**src/rtl/seq_div_pkg.sv**
```systemverilog
// seq_div_pkg: shared state encoding, default width and counter sizing for seq_divider.
package seq_div_pkg;
    localparam int DIV_W = 4;
    typedef enum logic [1:0] {S_IDLE, S_RUN, S_DONE} state_t;
    function automatic int cnt_width(input int w);
        return (w > 1) ? $clog2(w) : 1;
    endfunction
    localparam int DIV_CNT_W = cnt_width(DIV_W);
endpackage

```
**src/rtl/ripple_sub.sv**
```systemverilog
// ripple_sub: WIDTH+1 bit ripple-borrow subtractor of full-subtractor cells; bout=1 when a<b.
module ripple_sub
    import seq_div_pkg::*;
#(
    parameter int WIDTH = DIV_W
) (
    input  logic [WIDTH:0] a,
    input  logic [WIDTH:0] b,
    output logic [WIDTH:0] diff,
    output logic           bout
);
    logic [WIDTH+1:0] bw;
    assign bw[0] = 1'b0;
    for (genvar i = 0; i <= WIDTH; i++) begin : g_cell
        assign diff[i]  = a[i] ^ b[i] ^ bw[i];
        assign bw[i+1] = (~a[i] & b[i]) | (~(a[i] ^ b[i]) & bw[i]);
    end
    assign bout = bw[WIDTH+1];
endmodule

```
**src/rtl/seq_divider.sv**
```systemverilog
// seq_divider: restoring unsigned divider, one quotient bit per clock, start/busy/done handshake.
// DIV_EARLY_ZERO_EN: a zero divisor at accept skips iteration and signals done one cycle later.
module seq_divider
    import seq_div_pkg::*;
#(
    parameter int WIDTH = DIV_W
) (
    input  logic             clk,
    input  logic             rstn,
    input  logic             start,
    input  logic [WIDTH-1:0] dvd,
    input  logic [WIDTH-1:0] dvs,
    output logic             busy,
    output logic             done,
    output logic [WIDTH-1:0] quot,
    output logic [WIDTH-1:0] rem,
    output logic             err
);
    localparam int CW = cnt_width(WIDTH);
    state_t state, state_nx;
    logic [CW-1:0] cnt;
    logic [WIDTH-1:0] d, r, q, dvs_q, r_nx, q_nx;
    logic [WIDTH:0] p, t;
    logic bout, accept, last, skip, unused_msb;

    assign p = {r, d[WIDTH-1]};
    ripple_sub #(.WIDTH(WIDTH)) u_sub (
        .a(p),
        .b({1'b0, dvs_q}),
        .diff(t),
        .bout(bout)
    );
    // the remainder never exceeds the divisor, so the top difference bit carries nothing
    assign unused_msb = t[WIDTH];
    assign r_nx = bout ? p[WIDTH-1:0] : t[WIDTH-1:0];
    assign q_nx = {q[WIDTH-2:0], ~bout};
    assign busy = state == S_RUN;
    assign done = state == S_DONE;

    always_comb begin
        accept = start && state != S_RUN;
        last   = state == S_RUN && cnt == CW'(WIDTH - 1);
`ifdef DIV_EARLY_ZERO_EN
        skip   = accept && dvs == '0;
`else
        skip   = 1'b0;
`endif
        state_nx = skip ? S_DONE : accept ? S_RUN : state == S_RUN ? (last ? S_DONE : S_RUN) : S_IDLE;
    end

    always_ff @(posedge clk or negedge rstn) begin
        if (!rstn) state <= S_IDLE;
        else       state <= state_nx;
    end

    always_ff @(posedge clk or negedge rstn) begin
        if (!rstn) begin
            cnt   <= '0;
            d     <= '0;
            r     <= '0;
            q     <= '0;
            dvs_q <= '0;
            quot  <= '0;
            rem   <= '0;
            err   <= 1'b0;
        end else begin
            if (accept) begin
                d     <= dvd;
                dvs_q <= dvs;
                r     <= '0;
                q     <= '0;
                cnt   <= '0;
            end else if (state == S_RUN) begin
                d   <= {d[WIDTH-2:0], 1'b0};
                r   <= r_nx;
                q   <= q_nx;
                cnt <= cnt + 1'b1;
            end
            if (last) begin
                quot <= q_nx;
                rem  <= r_nx;
                err  <= dvs_q == '0;
            end
            if (skip) begin
                quot <= '1;
                rem  <= dvd;
                err  <= 1'b1;
            end
        end
    end
endmodule

```
**config.mk**
```make
export PLATFORM = sky130hd
export DESIGN_NAME = seq_divider
export DESIGN_NICKNAME = d
export VERILOG_FILES = /design/src/rtl/seq_div_pkg.sv /design/src/rtl/ripple_sub.sv /design/src/rtl/seq_divider.sv
export SDC_FILE = /design/constraint.sdc
export NUM_CORES = 1
export LEC_CHECK = 0
export CAP_MARGIN = 20
export CORE_MARGIN = 2
export CORE_UTILIZATION = 55
export DETAILED_ROUTE_END_ITERATION = 10
export HOLD_SLACK_MARGIN = 0.05
export PLACE_DENSITY = 0.79
export SYNTH_ARGS = -nofsm -noshare
export SYNTH_HDL_FRONTEND = slang
export SYNTH_SLANG_ARGS = --single-unit
```
**constraint.sdc**
```tcl
create_clock -name clk -period 3.4 [get_ports clk]
set_input_delay 0.68 -clock clk [delete_from_list [all_inputs] [get_ports clk]]
set_output_delay 0.68 -clock clk [all_outputs]
set_load 0.01 [all_outputs]
```
==> reports/metrics.cfg <==
[floorplanning]
fp-row-count=17
die_height_um=51.96
coreArea_um2=2191
fp.dieW_um=51.96
dieArea_um2=2699
pin_count=22
initial_core_util=0.5774

[clocking]
cts_buffer_depth=2
tritoncts=built
cts_buffers=3
clk_pin_slew_worst_paths_ns=0.14
cts_hold_buf=0
post_cts_buffers=0
cts_resized=0
clock-root-buffer=clkbuf_4
cts_sinks=28
insertion_delay_ns=0.33
htree_levels=1

[synthesis]
synth.distinct_cells=20
synth.area.top_cells=dfrtp_1, mux2_2, fa_1
synth_top_area_cell=dfrtp_1
netlist.area_leader.share=0.5539
syn_avg_cell_area_um2=11.82
synthCells=107
yosysWarningCount=0
seq_area_frac_synth=0.5539
ys_ff_latch=28
synth_nets=123
mappedNetlistArea_um2=1265

[global_routing]
grt_usage=0.1768
antenna_found_initial=0
gr-total-overflow=0
grt_pass1_wl_um=3484
first_global_vias=803
grt_max_degree=29

[worst_setup_path]
worst_setup_path_start_kind=flip-flop
path_class=reg -> out
rrSetupSlack_ns=0.89
critPathMaxFanout=15
critPathCaptureType=output pin
cp_slowest_stage_delay_ns=0.61
slowest_stage=clkdlybuf4s50_1
crit_chain=nand2b_1 > inv_1 > clkdlybuf4s50_1
cp.arrival_ns=2.03
required_ns=2.72

[sta]
final-setup-viol-count=0
post-route-period-util=0.7970
fin_crit_ns=2.710
worst_slew_pin_slew_ns=0.5946
hold_viol=0
grt_setup_unrepaired=false
fin_skew_ns=0.005733
fin_tns_setup_ns=0
slew_headroom=0.6028
finalMaxSlewViolations=0
fmax_mhz=369.0
hold_ws_ns=0.4942

[run]
drv_cap=0

[place]
dp_hpwl_um=1500
dp.cells=152
numPortBuffers=21
gp_congestion=0.8190

[routing]
drtIter0Drc=2
dr.pass1.iters=2
wl_met2_um=977
ant_nets=0
wl_met1_um=963
drt-total-wl_um=2023
routed-via-count=809
met3_length_um=61
post-route-drc-count=0
wl_per_cell_um=12.97
vias_per_cell=5.186
top_layer=met4

[power_and_ir_drop]
internal-power_uw=976.5
pwr-share-clk=0.143
power_leakage_uw=0.0007119
peakVddDrop_v=0.0006986
power_density_nw_per_um2=975.6
p_sw_frac=0.3496
p_comb_frac=0.472
sequentialPowerShare=0.384
power_switching_uw=524.9

[cells_and_area]
drive_gt1_frac=0.1328
fin_cells=156
diodes=0
fin_nets=145
area_delta_synth_final_pct=21.66

[run_status]
status=completed

[min_path]
min_path_type=reg -> reg

-- power by group through the flow --
stage | Clock, uW | Sequential, uW | Combinational [uW]
4_1_cts | 223 | 579 | 722
3_5_place_dp | 0 | 587 | 721
3_3_place_gp | 0 | 582 | 690
2_1_floorplan | 0 | 589 | 504
6_report | 215 | 577 | 709
5_1_grt | 228 | 597 | 802
-- path summary, 6_finish.rpt --
check | start | end | cells past startpoint
setup / recovery | state[1]$_DFF_PN0_ | busy | 3
hold / removal | err$_DFFE_PN0P_ | err$_DFFE_PN0P_ | 2
setup reg to reg | d[3]$_DFFE_PN0P_ | r[3]$_DFFE_PN0P_ | 10
hold reg to reg | err$_DFFE_PN0P_ | err$_DFFE_PN0P_ | 2
max in group asynchronous | rstn | err$_DFFE_PN0P_ | 2
min in group asynchronous | rstn | quot[1]$_DFFE_PN0P_ | 2
-- cell usage in the layout, fill, tap and decap left out --
master           count
or4_1                1
mux2i_1              5
mux2_2               8
nand3b_2             1
nand3b_1             5
clkdlybuf4s50_1     21
nand2b_1             1
o21ai_0              8
o21ai_1              5
inv_1                8
buf_4                1
mux2_4               3
fa_1                 3
clkbuf_4             3
ha_1                 2
dfrtp_1             28
nand2_1             16
o2bb2ai_1            1
or3_1                2
bufinv_16            1
nor2b_1              2
nor2_1               3
-- synth_stat cells, drive strengths merged --
cell / n
buf: 5
dfrtp: 28
fa: 3
ha: 2
inv: 8
mux2: 11
mux2i: 5
nand2: 16
nand2b: 1
nand3b: 6
nor2: 3
nor2b: 2
o21ai: 13
o2bb2ai: 1
or3: 2
or4: 1
-- critical path, delay by kind of cell (launching register included) --
kind,cells,cell delay [ns]
buffers and inverters,2,0.99
DFF,1,0.40
and+or+nand+nor,1,0.31
-- metal layers --
metal,track usage,vias up
met5,0,-
met4,0.05263,0
met3,0.02586,4
met2,0.2827,13
met1,0.2500,397
li1,-,395
-- stage by stage --
step	area (um2)	power, uW	setup slack, ns	utilization
after floorplan	1265	1093	1.152	-
after global placement	1486	1272	0.9649	0.6785
after detailed placement	1486	1308	0.8906	0.6785
after CTS	1539	1524	0.6604	0.7025
after global routing	1539	1627	0.5180	0.7025
final	1539	1501	0.6902	0.7025
-- registers in the layout, summed over array words and instances (netlist names) --
register / cells
quot: 4
q: 3
err: 1
d: 4
dvs_q: 4
cnt: 2
r: 4
rem: 4
state: 2
-- area by class of cell --
| class | instances | area, um2 |
|---|---|---|
| clock inverter | 1 | 30.03 |
| inverter | 8 | 30.03 |
| tap | 28 | 35.03 |
| timing repair buffer | 22 | 217.7 |
| sequential | 28 | 700.7 |
| multi-input combinational | 66 | 503.0 |
| fill | 169 | 651.9 |
| clock buffer | 3 | 22.52 |
-- cells by family after synthesis --
logic type,share of synthesized area
buffers and inverters,0.04847
AND/OR/NAND/NOR,0.1256
adder cells (fa/ha/maj),0.06726
multiplexers,0.1464
flip-flops,0.5539
AO/OA/AOI/OAI,0.05836
Note: power is estimated with default switching activity, not from simulation.
